--- config.mk ---
export PLATFORM = sky130hd
export DESIGN_NAME = rm_seq_lane_tracker_flat
export DESIGN_NICKNAME = d
export VERILOG_FILES = /design/src/rtl/rm_seq_lane_tracker_if.sv /design/src/rtl/rm_seq_lane_tracker.sv /design/src/flat_wrapper.sv
export SDC_FILE = /design/constraint.sdc
export NUM_CORES = 1
export LEC_CHECK = 0
export CORE_AREA = 2 2 226 228
export DETAILED_ROUTE_END_ITERATION = 10
export DIE_AREA = 0 0 228 230
export DONT_BUFFER_PORTS = 1
export GPL_ROUTABILITY_DRIVEN = 1
export PLACE_DENSITY = 0.6
export SLEW_MARGIN = 20
export SYNTH_ARGS = -nofsm -noshare
export SYNTH_HDL_FRONTEND = slang
export SYNTH_SLANG_ARGS = --single-unit
--- constraint.sdc ---
create_clock -name clk_i -period 4.07 [get_ports clk_i]
set_clock_uncertainty 0.15 [all_clocks]
set_input_delay 0.6105 -clock clk_i [delete_from_list [all_inputs] [get_ports clk_i]]
set_output_delay 0.6105 -clock clk_i [all_outputs]
set_load 0.02 [all_outputs]
--- src/rtl/rm_seq_lane_tracker_if.sv ---
// Allocation handshake between the issue side and the lane tracker.
// The tracker owns ready and the granted lane index.
interface rm_seq_lane_tracker_if #(
    parameter int VLEN      = 64,
    parameter int NUM_LANES = 7
);
    localparam int LW = (NUM_LANES > 1) ? $clog2(NUM_LANES) : 1;

    logic            alloc_valid_i;
    logic            alloc_ready_o;
    logic [VLEN-1:0] alloc_pc_i;
    logic [LW-1:0]   alloc_lane_o;

    modport master (
        output alloc_valid_i, alloc_pc_i,
        input  alloc_ready_o, alloc_lane_o
    );

    modport slave (
        input  alloc_valid_i, alloc_pc_i,
        output alloc_ready_o, alloc_lane_o
    );
endinterface

--- src/rtl/rm_seq_lane_tracker.sv ---
// Runtime-monitor lane tracker: allocates monitored instructions to lanes and
// walks each lane through an ordered event chain with watchdog and order checks.

module rm_seq_lane #(
    parameter int NUM_EVENTS   = 6,
    parameter int TIMEOUT      = 16,
    parameter bit STRICT_ORDER = 1'b1,
    parameter int VLEN         = 64,
    parameter int SW           = 3,
    parameter int TW           = 5
) (
    input  logic                  clk_i,
    input  logic                  rst_ni,
    input  logic                  grant_i,
    input  logic [VLEN-1:0]       pc_i,
    input  logic [NUM_EVENTS-1:0] event_i,
    input  logic                  reset_i,
    output logic                  busy_o,
    output logic [SW-1:0]         stage_o,
    output logic [VLEN-1:0]       pc_o,
    output logic                  done_o,
    output logic                  violation_o,
    output logic                  timeout_o
);
    logic            busy_q, busy_d;
    logic [SW-1:0]   stage_q, stage_d;
    logic [TW-1:0]   timer_q, timer_d;
    logic [VLEN-1:0] pc_q, pc_d;
    logic            done_q, done_d;
    logic            viol_q, viol_d;
    logic            tmo_q, tmo_d;
    logic [NUM_EVENTS-1:0] later;
    logic            hit, last, expired;

    always_comb begin
        later = '0;
        for (int j = 0; j < NUM_EVENTS; j++) later[j] = (j > int'(stage_q));
    end

    assign hit     = event_i[stage_q];
    assign last    = (stage_q == SW'(NUM_EVENTS - 1));
    assign expired = (TIMEOUT > 0) && (timer_q == TW'(TIMEOUT - 1));

    always_comb begin
        busy_d  = busy_q;
        stage_d = stage_q;
        timer_d = timer_q;
        pc_d    = pc_q;
        done_d  = 1'b0;
        viol_d  = 1'b0;
        tmo_d   = 1'b0;
        if (grant_i) begin
            // grant only targets free lanes, so it never races a busy-lane action
            busy_d  = 1'b1;
            stage_d = '0;
            timer_d = '0;
            pc_d    = pc_i;
        end else if (busy_q) begin
            if (reset_i) begin
                busy_d  = 1'b0;
                timer_d = '0;
            end else if (hit && last) begin
                done_d  = 1'b1;
                busy_d  = 1'b0;
                timer_d = '0;
            end else if (hit) begin
                stage_d = stage_q + SW'(1);
                timer_d = '0;
            end else if (STRICT_ORDER && |(event_i & later)) begin
                viol_d  = 1'b1;
                busy_d  = 1'b0;
                timer_d = '0;
            end else if (expired) begin
                tmo_d   = 1'b1;
                busy_d  = 1'b0;
                timer_d = '0;
            end else if (timer_q != '1) begin
                timer_d = timer_q + TW'(1);
            end
        end
    end

    always_ff @(posedge clk_i or negedge rst_ni) begin
        if (!rst_ni) begin
            busy_q  <= 1'b0;
            stage_q <= '0;
            timer_q <= '0;
            pc_q    <= '0;
            done_q  <= 1'b0;
            viol_q  <= 1'b0;
            tmo_q   <= 1'b0;
        end else begin
            busy_q  <= busy_d;
            stage_q <= stage_d;
            timer_q <= timer_d;
            pc_q    <= pc_d;
            done_q  <= done_d;
            viol_q  <= viol_d;
            tmo_q   <= tmo_d;
        end
    end

    assign busy_o      = busy_q;
    assign stage_o     = stage_q;
    assign pc_o        = pc_q;
    assign done_o      = done_q;
    assign violation_o = viol_q;
    assign timeout_o   = tmo_q;
endmodule

module rm_seq_lane_tracker #(
    parameter int NUM_LANES    = 7,
    parameter int NUM_EVENTS   = 6,
    parameter int TIMEOUT      = 16,
    parameter bit STRICT_ORDER = 1'b1,
    parameter int VLEN         = 64,
    localparam int LW = (NUM_LANES > 1) ? $clog2(NUM_LANES) : 1,
    localparam int SW = $clog2(NUM_EVENTS),
    localparam int TW = (TIMEOUT > 0) ? $clog2(TIMEOUT + 1) : 1
) (
    input  logic                                clk_i,
    input  logic                                rst_ni,
    rm_seq_lane_tracker_if.slave                alloc_if,
    input  logic [NUM_EVENTS-1:0]               event_i,
    input  logic [NUM_LANES-1:0]                lane_reset_i,
    output logic [NUM_LANES-1:0]                lane_busy_o,
    output logic [NUM_LANES-1:0][SW-1:0]        lane_stage_o,
    output logic [NUM_LANES-1:0][VLEN-1:0]      lane_pc_o,
    output logic [NUM_LANES-1:0]                done_o,
    output logic [NUM_LANES-1:0]                violation_o,
    output logic [NUM_LANES-1:0]                timeout_o
);
    logic                 alloc_en_q;
    logic [NUM_LANES-1:0] free, grant;
    logic [LW-1:0]        grant_idx;
    logic                 ready;

    // keeps ready low while reset is held, even though every lane reads free
    always_ff @(posedge clk_i or negedge rst_ni) begin
        if (!rst_ni) alloc_en_q <= 1'b0;
        else         alloc_en_q <= 1'b1;
    end

    assign free  = ~lane_busy_o;
    assign ready = alloc_en_q & (|free);

    always_comb begin
        grant_idx = '0;
        for (int l = NUM_LANES - 1; l >= 0; l--)
            if (free[l]) grant_idx = LW'(l);
    end

    always_comb begin
        grant = '0;
        if (alloc_if.alloc_valid_i && ready) grant[grant_idx] = 1'b1;
    end

    assign alloc_if.alloc_ready_o = ready;
    assign alloc_if.alloc_lane_o  = grant_idx;

    for (genvar l = 0; l < NUM_LANES; l++) begin : g_lane
        rm_seq_lane #(
            .NUM_EVENTS  (NUM_EVENTS),
            .TIMEOUT     (TIMEOUT),
            .STRICT_ORDER(STRICT_ORDER),
            .VLEN        (VLEN),
            .SW          (SW),
            .TW          (TW)
        ) u_lane (
            .clk_i      (clk_i),
            .rst_ni     (rst_ni),
            .grant_i    (grant[l]),
            .pc_i       (alloc_if.alloc_pc_i),
            .event_i    (event_i),
            .reset_i    (lane_reset_i[l]),
            .busy_o     (lane_busy_o[l]),
            .stage_o    (lane_stage_o[l]),
            .pc_o       (lane_pc_o[l]),
            .done_o     (done_o[l]),
            .violation_o(violation_o[l]),
            .timeout_o  (timeout_o[l])
        );
    end
endmodule

--- src/flat_wrapper.sv ---
// flat-port wrapper written by rule: the top's interface ports become plain ports
module rm_seq_lane_tracker_flat 
#(
    parameter int NUM_LANES    = 7,
    parameter int NUM_EVENTS   = 6,
    parameter int TIMEOUT      = 16,
    parameter bit STRICT_ORDER = 1'b1,
    parameter int VLEN         = 64,
    localparam int LW = (NUM_LANES > 1) ? $clog2(NUM_LANES) : 1,
    localparam int SW = $clog2(NUM_EVENTS),
    localparam int TW = (TIMEOUT > 0) ? $clog2(TIMEOUT + 1) : 1
)
  (clk_i, rst_ni, event_i, lane_reset_i, lane_busy_o, lane_stage_o, lane_pc_o, done_o, violation_o, timeout_o, alloc_if_alloc_valid_i, alloc_if_alloc_pc_i, alloc_if_alloc_ready_o, alloc_if_alloc_lane_o);
  rm_seq_lane_tracker_if #(.VLEN(VLEN), .NUM_LANES(NUM_LANES)) alloc_if_i ();
  input  logic clk_i;
  input  logic rst_ni;
  input  logic [NUM_EVENTS-1:0] event_i;
  input  logic [NUM_LANES-1:0] lane_reset_i;
  output logic [NUM_LANES-1:0] lane_busy_o;
  output logic [NUM_LANES-1:0][SW-1:0] lane_stage_o;
  output logic [NUM_LANES-1:0][VLEN-1:0] lane_pc_o;
  output logic [NUM_LANES-1:0] done_o;
  output logic [NUM_LANES-1:0] violation_o;
  output logic [NUM_LANES-1:0] timeout_o;
  input wire logic [$bits(alloc_if_i.alloc_valid_i)-1:0] alloc_if_alloc_valid_i;
  input wire logic [$bits(alloc_if_i.alloc_pc_i)-1:0] alloc_if_alloc_pc_i;
  output wire logic [$bits(alloc_if_i.alloc_ready_o)-1:0] alloc_if_alloc_ready_o;
  output wire logic [$bits(alloc_if_i.alloc_lane_o)-1:0] alloc_if_alloc_lane_o;
  assign alloc_if_i.alloc_valid_i = alloc_if_alloc_valid_i;
  assign alloc_if_i.alloc_pc_i = alloc_if_alloc_pc_i;
  assign alloc_if_alloc_ready_o = alloc_if_i.alloc_ready_o;
  assign alloc_if_alloc_lane_o = alloc_if_i.alloc_lane_o;
  rm_seq_lane_tracker #(.NUM_LANES(NUM_LANES), .NUM_EVENTS(NUM_EVENTS), .TIMEOUT(TIMEOUT), .STRICT_ORDER(STRICT_ORDER), .VLEN(VLEN)) u_core (.clk_i(clk_i), .rst_ni(rst_ni), .alloc_if(alloc_if_i), .event_i(event_i), .lane_reset_i(lane_reset_i), .lane_busy_o(lane_busy_o), .lane_stage_o(lane_stage_o), .lane_pc_o(lane_pc_o), .done_o(done_o), .violation_o(violation_o), .timeout_o(timeout_o));
endmodule
# Yosys cells after proc, flatten, opt, wreduce, memory -nomap -nowiden
# Index checks and enable logic that the tools add are counted.
# W data, S select, Z words.
[op_classes]
addsub = 14
n_lt_le_gt_ge = 44
eq_ne = 35
n_mux = 283
bitwise = 9
reduce_logical = 52
[op_table]
columns = ["cell", "n"]
rows = [
  ["$mux W5", 56],
  ["$mux W1", 176],
  ["$mux W3", 42],
  ["$reduce_bool A7 Y1", 7],
  ["$and A6 B6 Y6", 7],
  ["$gt A2 B3 Y1 const A", 14],
  ["$gt A3 B3 Y1 const A", 14],
  ["$reduce_or A6 Y1", 7],
  ["$add A5 B1 Y5 const B", 7],
  ["$eq A5 B4 Y1 const B", 7],
  ["$ne A5 B5 Y1 const B", 7],
  ["$lt A3 B4 Y1 const B", 8],
  ["$ne A2 B1 Y1 const B", 14],
  ["$reduce_and A4 Y1", 7],
  ["$reduce_bool A2 Y1", 14],
  ["$add A3 B1 Y3 const B", 7],
  ["$bmux W1 S3", 7],
  ["$eq A3 B3 Y1 const B", 7],
  ["$gt A1 B3 Y1 const A", 7],
  ["$reduce_and A2 Y1", 7],
  ["$logic_and A1 B1 Y1", 9],
  ["$mux W7", 1],
  ["$not A7 Y7", 1],
  ["$reduce_or A7 Y1", 1],
  ["other kinds (3)", 3],
]
[word_totals]
reg_bits = 533
in_bits = 80
output_inout_bits = 501

# Longest topological paths before layout
# Gate-level depths: netlist of run 1.
[depth]
word_depth = 15
mapped_depth = 9
ltp_nobuf = 8

# Cells and area by module
# From an unflattened synthesis of run 1, not the netlist that was laid out.
[hier_totals]
hier_cells = 1584
hier_area_um2 = 22192.5
[by_module_without_submodules]
columns = ["module", "instances", "cells_each", "area_per_inst_um2", "seq_area_each_um2"]
rows = [
  ["rm_seq_lane", 7, 223, 3146.8, 1901.8],
  ["rm_seq_lane_tracker", 1, 23, 165.2, 25.0],
]

# Worst setup path before layout of run 1
# No wires, ideal clock.
[synth_timing]
path_type = "in2reg"
start = "in event_i[2]"
end = "reg u_core.g_lane[6].u_lane.timer_q[0]"
setup_ps = 95
t_arrival_ps = 2143
t_required_ps = 3825
path_slack_ps = 1682
cell_stages = 7
path_buffers = 1
cell_sequence = "buf_2 mux4_1 a22oi_2 nand2b_1 o41ai_1 nand3_1 o31ai_1"
[synth_between]
elab_chain_cells = 8
[synth_lines]
columns = ["item", "line", "text"]
rows = [
  ["start: declaration", "flat_wrapper.sv:17", "input logic [NUM_EVENTS-1:0] event_i;"],
  ["$and A6 B6 Y6", "rm_seq_lane_tracker.sv:69", "end else if (STRICT_ORDER && |(event_i & later)) begin"],
  ["$reduce_or A6 Y1", "rm_seq_lane_tracker.sv:69", ""],
  ["$mux W5", "rm_seq_lane_tracker.sv:69", ""],
  ["$mux W5", "rm_seq_lane_tracker.sv:66", "end else if (hit) begin"],
  ["$mux W5", "rm_seq_lane_tracker.sv:62", "end else if (hit && last) begin"],
  ["$mux W5", "rm_seq_lane_tracker.sv:59", "if (reset_i) begin"],
  ["$mux W5", "rm_seq_lane_tracker.sv:58", "end else if (busy_q) begin"],
  ["$mux W5", "rm_seq_lane_tracker.sv:52", "if (grant_i) begin"],
  ["end signal: assignment", "rm_seq_lane_tracker.sv:95", "timer_q <= timer_d;"],
  ["end: declaration", "rm_seq_lane_tracker.sv:27", "logic [TW-1:0] timer_q, timer_d;"],
]
# Several ways; a longest one is shown, not always the timed one. The select of a mux whose other input is x is not followed.
# A chain may end at the register's enable or synchronous reset.

# Worst setup path after layout of run 1
[layout_timing]
start = "reg u_core.g_lane[3].u_lane.busy_q"
end = "reg u_core.g_lane[4].u_lane.timer_q[0]"
[layout_between]
elab_chain_cells = 12
[layout_lines]
columns = ["item", "line", "text"]
rows = [
  ["start: declaration", "rm_seq_lane_tracker.sv:25", "logic busy_q, busy_d;"],
  ["start signal: assignment", "rm_seq_lane_tracker.sv:93", "busy_q <= busy_d;"],
  ["$not A7 Y7 *", "rm_seq_lane_tracker.sv:144", "assign free = ~lane_busy_o;"],
  ["$mux W3 (4 in a row)", "rm_seq_lane_tracker.sv:150", "if (free[l]) grant_idx = LW'(l);"],
  ["$lt A3 B4 Y1 (implied by the code) or $ge A3 B1 Y1 (tied branches)", "rm_seq_lane_tracker.sv:155", "if (alloc_if.alloc_valid_i && ready) grant[grant_idx] = 1'b1;"],
  ["$logic_and A1 B1 Y1 (implied by the code)", "rm_seq_lane_tracker.sv:155", ""],
  ["$mux W1 (implied by the code)", "rm_seq_lane_tracker.sv:155", ""],
  ["$demux W1 S3", "n/a", ""],
  ["$mux W7 *", "rm_seq_lane_tracker.sv:155", ""],
  ["$reduce_bool A7 Y1 (no source line) or $reduce_bool A2 Y1 (tied branches)", "n/a", ""],
  ["$reduce_and A2 Y1 (no source line)", "n/a", ""],
  ["end signal: assignment", "rm_seq_lane_tracker.sv:95", ""],
  ["end: declaration", "rm_seq_lane_tracker.sv:27", ""],
]
# Mark *: on every way between the ends. The rest lies on a longest branch, timed or not.

==> results of run 1 <==
[per-layer routing]
| metal | track usage | part of all wire | vias to the layer above |
|---|---|---|---|
| li1 | - | - | 6785 |
| met1 | 0.304 | 0.38 | 7774 |
| met2 | 0.421 | 0.49 | 644 |
| met3 | 0.0763 | 0.087 | 146 |
| met4 | 0.0962 | 0.037 | 0 |
| met5 | 0 | 0 | - |
[cells in the final DEF, fill, tap and decap left out, types with 12 or more instances in the layout]
| cell | synthesis | final |
|---|---|---|
| inv_1 | 37 | 37 |
| nor2_1 | 36 | 35 |
| nand2b_1 | 13 | 12 |
| nand3_1 | 29 | 28 |
| dlygate4sd3_1 | 0 | 67 |
| dfrtp_1 | 533 | 533 |
| a21oi_1 | 26 | 26 |
| nor2b_1 | 22 | 22 |
| o21ai_0 | 24 | 24 |
| clkbuf_16 | 0 | 57 |
| nor3_1 | 18 | 17 |
| ha_1 | 26 | 26 |
| mux2_2 | 201 | 201 |
| nand2_1 | 819 | 817 |
| buf_4 | 28 | 13 |
[cell type report]
type	count	area [sq um]	share of cell area
Clock buffer	77	1610	0.0641
Sequential cell	533	13300	0.531
Timing Repair Buffer	84	856	0.0341
Tap cell	672	841	0.0335
Inverter	37	139	0.00553
Clock inverter	26	435	0.0173
Multi-Input combinational cell	1373	7910	0.315
[how the worst max path moves through the flow]
stage | end | from | cells after the start
CTS | u_core.g_lane[4].u_lane.timer_q[0] | u_core.g_lane[3].u_lane.busy_o | 7
floorplan | u_core.g_lane[6].u_lane.timer_q[0] | event_i[2] | 7
finish | u_core.g_lane[4].u_lane.timer_q[0] | u_core.g_lane[3].u_lane.busy_o | 7
global placement | u_core.g_lane[4].u_lane.timer_q[0] | u_core.g_lane[3].u_lane.busy_o | 7
detailed placement | u_core.g_lane[4].u_lane.timer_q[0] | u_core.g_lane[3].u_lane.busy_o | 7
global route | u_core.g_lane[4].u_lane.timer_q[0] | u_core.g_lane[3].u_lane.busy_o | 7
[cell families (layout without fill, tap and decap cells)]
kind of cell | count (synthesis) | in the layout | synth area share
compound gates | 139 | 139 | 0.0446
xor+xnor | 2 | 2 | 0.000799
fa+ha+maj | 26 | 26 | 0.0148
buf+inv | 161 | 224 | 0.0341
flops | 533 | 533 | 0.608
mux | 212 | 212 | 0.112
other cells | 1 | 1 | 0.000171
simple gates | 993 | 993 | 0.185
[where the power goes]
part / internal, mW / switching, mW / total [mW]
Sequential: 5.80 / 1.14 / 6.94
Combinational: 0.387 / 0.499 / 0.886
Clock: 3.47 / 2.16 / 5.63
[critical path, delay by kind of cell, from the launching register on]
family | cells | cell delay (ps)
DFF | 1 | 720
and+or+nand+nor | 4 | 1330
buffers and inverters | 1 | 490
AOI/OAI and AO/OA | 2 | 340
[metrics by stage]
step	worst slack, ps	std cells	util
3_3_place_gp	1030	2631	0.449
3_5_place_dp	941	2631	0.449
4_1_cts	911	2801	0.503
6_report	892	2802	0.504
5_1_grt	709	2802	0.504
2_1_floorplan	1680	2067	-
[flip-flops by register name (all words and copies together), names as in the netlist]
register / flops
u_core.alloc_en_q: 1
u_core.g_lane.u_lane.busy_o: 7
u_core.g_lane.u_lane.done_o: 7
u_core.g_lane.u_lane.pc_o: 448
u_core.g_lane.u_lane.stage_o: 21
u_core.g_lane.u_lane.timeout_o: 7
u_core.g_lane.u_lane.timer_q: 35
u_core.g_lane.u_lane.violation_o: 7
==> results.md, run 1 <==
- Run status: finished with violations
- Violated checks: negative hold slack, max-slew violations
- Antenna-violating nets left: 0
- Worst hold path type: in -> async
- DIE AREA: 52400 sq um
- Syn Inst Count: 2067
- Flops & latches, synth: 533
- Req. time, crit path: 4390 ps
- Average size of a mapped cell: 10.6 sq um
- Clk buf depth: 3
- Placed Area: 22400 sq um
- Clk sinks: 533
- Peak VDD IR: 0.429 mV
- Post-Syn Area: 21900 sq um
- Initial DRC count: 1170
- Core ar.: 49900 sq um
- Num CTS Buffers: 55
- Final Hold Viols: 421
- Fill count: 4470
- Power Dens Cells: 535 nW/um^2
- Root Driver: clkbuf_16
- DIE HEIGHT: 230 microns
- Layout net count: 2190
- Register-to-Register Setup Slack: 890 ps
- Worst setup SP type: register
- Worst-path clk slew: 60 ps
- Main flop type after synthesis: dfrtp_1
- Final min period: 3180 ps
- Final wirelength: 66700 microns
- Fmax: 315 MHz
- DRC viols: 0
- Slowest Stage Delay on Critical Path: 720 ps
- P_leak: 13.0 nW
- Slowest CP cell: dfrtp_1
- Post CTS Setup Buffer Count: 0
- Number of antenna diodes: 0
- Post-cts hold buffer count: 67
- Cells along the critical path: nand4_1 > nor3b_2 > nor3b_2 > buf_4 > nor2_1 > a31oi_1 > o22ai_1
- RR Startpoint: u_core.g_lane[3].u_lane.busy_o
- GRT Util Overall: 0.251
- WHS: -433 ps
- Slew Viols, Final: 281
- Post-synthesis sequential area ratio: 0.608
- Boundary pin count: 581
- Drt pass-1 iters: 5
- TritonCTS clock tree: built
- Synth top area cells: dfrtp_1 (61%), nand2_1 (14%), mux2_2 (10%)
- RSZ-0062 raised after global routing: no
- Total of max-cap violations: 0
- Worst Tran Pin Value: 2080 ps
- Die W: 228 microns
- Routed via count: 15300
- Largest net degree at the start of global routing: 534
- Power after layout: 13.5 mW
- Crit-path most repeated cell: nor3b_2
- Setup TNS: 0 ps
- Netlist cell types: 75
- Total gr overflow: 0
- DR WL/cell: 23.8 microns
- Initial core utilization: 0.440
- Via density: 5.48
- Warnings, synthesis: 0
- H-tree depth: 2
- Post-synth EDFFs: 0
- Worst slew margin: -0.386
- Final worst-path cycle share: 0.781
- Final instance area: 25100 sq um
- Synth area leader: dfrtp_1
- # setup viols final: 0
- Clock Latency Late Sink: 590 ps
- Area delta synth->final: 14.6%
- Most common cell in the netlist: nand2_1
- Antenna violations before repair: 1
- Worst Setup Path Type: reg -> reg
- Synth top cells by count: nand2_1 (819), dfrtp_1 (533), mux2_2 (201), clkbuf_1 (62), inv_1 (37)
- Syn Nets: 2173
- Dpl hpwl: 43100 microns
- Rows: 82
- First-pass GRT wire length: 101000 microns
- CP arrival: 3490 ps
- Worst setup EP type: register
- Share of cells above drive strength 1: 0.161
- Top cell type's share of synthesized area: 0.608
- Number of buffers added on ports: 0
- Worst R2R Path Depth: 7
- GP Congestion: 0.873
- RR Endpoint: u_core.g_lane[4].u_lane.timer_q[0]
- Vias in the first global route: 15700
- CP Max Fanout: 35
- Post_cts resized: 0
- Async S/R FF share, synth: 1.00
No activity file was read; power rests on OpenSTA's default activity.
==> inputs of run 2 (changes only) <==
==> constraint.sdc (replaced) <==
create_clock -name clk_i -period 3.2 [get_ports clk_i]
set_clock_uncertainty 0.15 [all_clocks]
set_input_delay 0.48 -clock clk_i [delete_from_list [all_inputs] [get_ports clk_i]]
set_output_delay 0.48 -clock clk_i [all_outputs]
set_load 0.02 [all_outputs]
==> run 2 against run 1 <==
Compared with the run above:
- the flow still finishes with violations (negative hold slack, max-slew violations)
- worst setup slack worse by 400 ps
- critical path depth fell by 4
- clock-buffer cell count up 1
- highest routed layer is now met5
- die area unchanged
- cell count rose by 0.50%
==> results.md, run 2 (same netlist as run 1, synthesis figures left out) <==
- Run status: finished with violations
- Violated checks: negative hold slack, max-slew violations
- Worst Setup Path Type: reg -> out
- Via density: 5.47 (-0.13%)
- CP Max Fanout: 7 (-80%)
- Worst setup EP type: output pin
- Slew Viols, Final: 309 (+10%)
- DR WL/cell: 23.7 microns (-0.30%)
- Post_cts resized: 0 (unchanged)
- GRT Util Overall: 0.251 (+0.000811)
- Slowest Stage Delay on Critical Path: 640 ps (-80 ps)
- P_leak: 13.1 nW (+0.14%)
- Post-cts hold buffer count: 71 (+6.0%)
- Clk buf depth: 3 (unchanged)
- NetSw: 4.84 mW (+27%)
- Most frequent cells in the layout: nand2_1 (817), dfrtp_1 (533), mux2_2 (201)
- Most common cell after layout, fill and taps aside: nand2_1
- Die W: 228 microns (unchanged)
- Initial DRC count: 1184 (+1.2%)
- Antenna-violating nets left: 0 (unchanged)
- H-tree depth: 2 (unchanged)
- Switching part of the total: 0.289 (+0.00643)
- Worst setup SP type: register
- Rows: 82 (unchanged)
- Worst slew margin: -0.626 (-0.241)
- Clk sinks: 533 (unchanged)
- TritonCTS clock tree: built
- DIE HEIGHT: 230 microns (unchanged)
- Core ar.: 49900 sq um (unchanged)
- Area delta synth->final: 14.8%
- Register share of total power: 0.526 (+0.010)
- Clock network fraction of total power: 0.405 (-0.014)
- Worst-path clk slew: 60 ps (about the same)
- Root Driver: clkbuf_16
- Met2 GRT Util: 0.417 (-0.00381)
- Antenna violations before repair: 2 (+1)
- GP Congestion: 0.863 (-1.1%)
- Final min period: 2710 ps
- Largest net degree at the start of global routing: 534 (unchanged)
- Clock Latency Late Sink: 600 ps (about the same)
- First-pass GRT wire length: 101000 microns (about the same)
- Final instance area: 25200 sq um (+0.15%)
- CP arrival: 2080 ps (-1410 ps)
- Placed Area: 22500 sq um (+0.69%)
- Total gr overflow: 0 (unchanged)
- Drt pass-1 iters: 5 (unchanged)
- Cells along the critical path: inv_1 > nand3_1 > a31oi_1
- WHS: -565 ps (-133 ps)
- Met3 Usage GRT: 0.0856 (+0.00930)
- Top delay family on crit path: compound AO/OA/AOI/OAI gates
- Req. time, crit path: 2570 ps (-1820 ps)
- Total of max-cap violations: 0 (unchanged)
- Final Hold Viols: 533 (+27%)
- Worst Tran Pin Value: 2440 ps (+361 ps)
- # setup viols final: 0 (unchanged)
- Dpl hpwl: 43500 microns (+0.97%)
- Int Pwr: 11.9 mW (+24%)
- DRC viols: 0 (unchanged)
- Peak VDD IR: 0.440 mV (+2.6%)
- Most used routing layer in global routing: met2
- DIE AREA: 52400 sq um (unchanged)
- Initial core utilization: 0.440 (unchanged)
- Num CTS Buffers: 55 (unchanged)
- Vias in the first global route: 15800 (+0.59%)
- Worst hold path type: in -> async
- Slowest CP cell: a31oi_1
- Boundary pin count: 581 (unchanged)
- RSZ-0062 raised after global routing: no
- Share of cells above drive strength 1: 0.163 (+0.00237)
- Setup TNS: 0 ps (unchanged)
- Met1 usage: 0.301 (-0.00263)
- Layout net count: 2206 (+0.73%)
- Final wirelength: 66900 microns (+0.20%)
- Max reg flops: 448 (unchanged)
- Worst Path Buf+Inv: 1 (unchanged)
- Routed via count: 15400 (+0.36%)
- Number of buffers added on ports: 0 (unchanged)
- Combinational group share of total power: 0.069 (+0.003)
- Final worst-path cycle share: 0.848
- Power Dens Cells: 666 nW/um^2 (+24%)
- Fmax: 369 MHz
- Post CTS Setup Buffer Count: 0 (unchanged)
-- run 2: cell count changes in the layout (fill, tap and decap cells not counted), moves of 2 or more --
cell and delta:
buf_12 +5, buf_4 +8, bufinv_16 -4, clkinv_2 -2, clkinv_4 +2, diode_2 +2
dlygate4sd3_1 +4
-- run 2: worst paths after layout --
path / cells after the start / endpoint / startpoint / slack [ps]
min in group clk_i: 2 / u_core.g_lane[5].u_lane.done_o / lane_reset_i[5] / 60
min: 0 / u_core.g_lane[5].u_lane.timer_q[2] / rst_ni / -570
max reg2reg: 6 / u_core.g_lane[2].u_lane.timer_q[3] / u_core.g_lane[2].u_lane.stage_o[0] / 490
max in group asynchronous: 0 / u_core.alloc_en_q / rst_ni / 1530
min reg2reg: 1 / u_core.g_lane[3].u_lane.timeout_o / u_core.g_lane[3].u_lane.timer_q[4] / 350
max: 3 / alloc_if_alloc_lane_o[1] / u_core.g_lane[6].u_lane.busy_o / 490
-- run 2: layout make-up --
cell class / count / area (sq um)
Fill cell: 4451 / 24700
Sequential cell: 533 / 13300
Multi-Input combinational cell: 1373 / 7910
Clock buffer: 78 / 1600
Timing Repair Buffer: 100 / 1030
Tap cell: 672 / 841
Clock inverter: 21 / 309
Inverter: 37 / 139
Antenna cell: 2 / 5.00
-- run 2: worst reg2reg max path: stages, from the launching register on --
cell      delay [ps]
dfrtp_1          700
mux2_2           420
a222oi_1         470
and4_1           380
a31o_2           260
nor4_1            80
a21o_1           150
-- run 2: power by group through the flow --
stage | clock network, mW | registers, mW | logic (mW)
finish | 6.78 | 8.82 | 1.16
global route | 7.18 | 8.87 | 1.32
CTS | 6.90 | 8.83 | 1.16
detailed placement | 0 | 8.94 | 0.990
global placement | 0 | 8.94 | 0.924
floorplan | 0 | 8.64 | 0.802
-- run 2: routing by layer --
layer  up-vias  wire, microns
met4         2           2630
li1       6803              -
met3       146           6090
met1      7802          25500
met2       652          32600
met5         -             13
-- run 2: metrics by stage --
stage          utilization  setup WS [ps]  std cells  hold slack, ps  power, mW
2_1_floorplan            -            820       2067            34.4       9.44
3_3_place_gp         0.452            687       2644            57.1       9.86
3_5_place_dp         0.452            573       2644            57.2       9.93
4_1_cts              0.505            487       2814            -588       16.9
5_1_grt              0.505            338       2814            -600       17.4
6_report             0.505            487       2816            -565       16.8
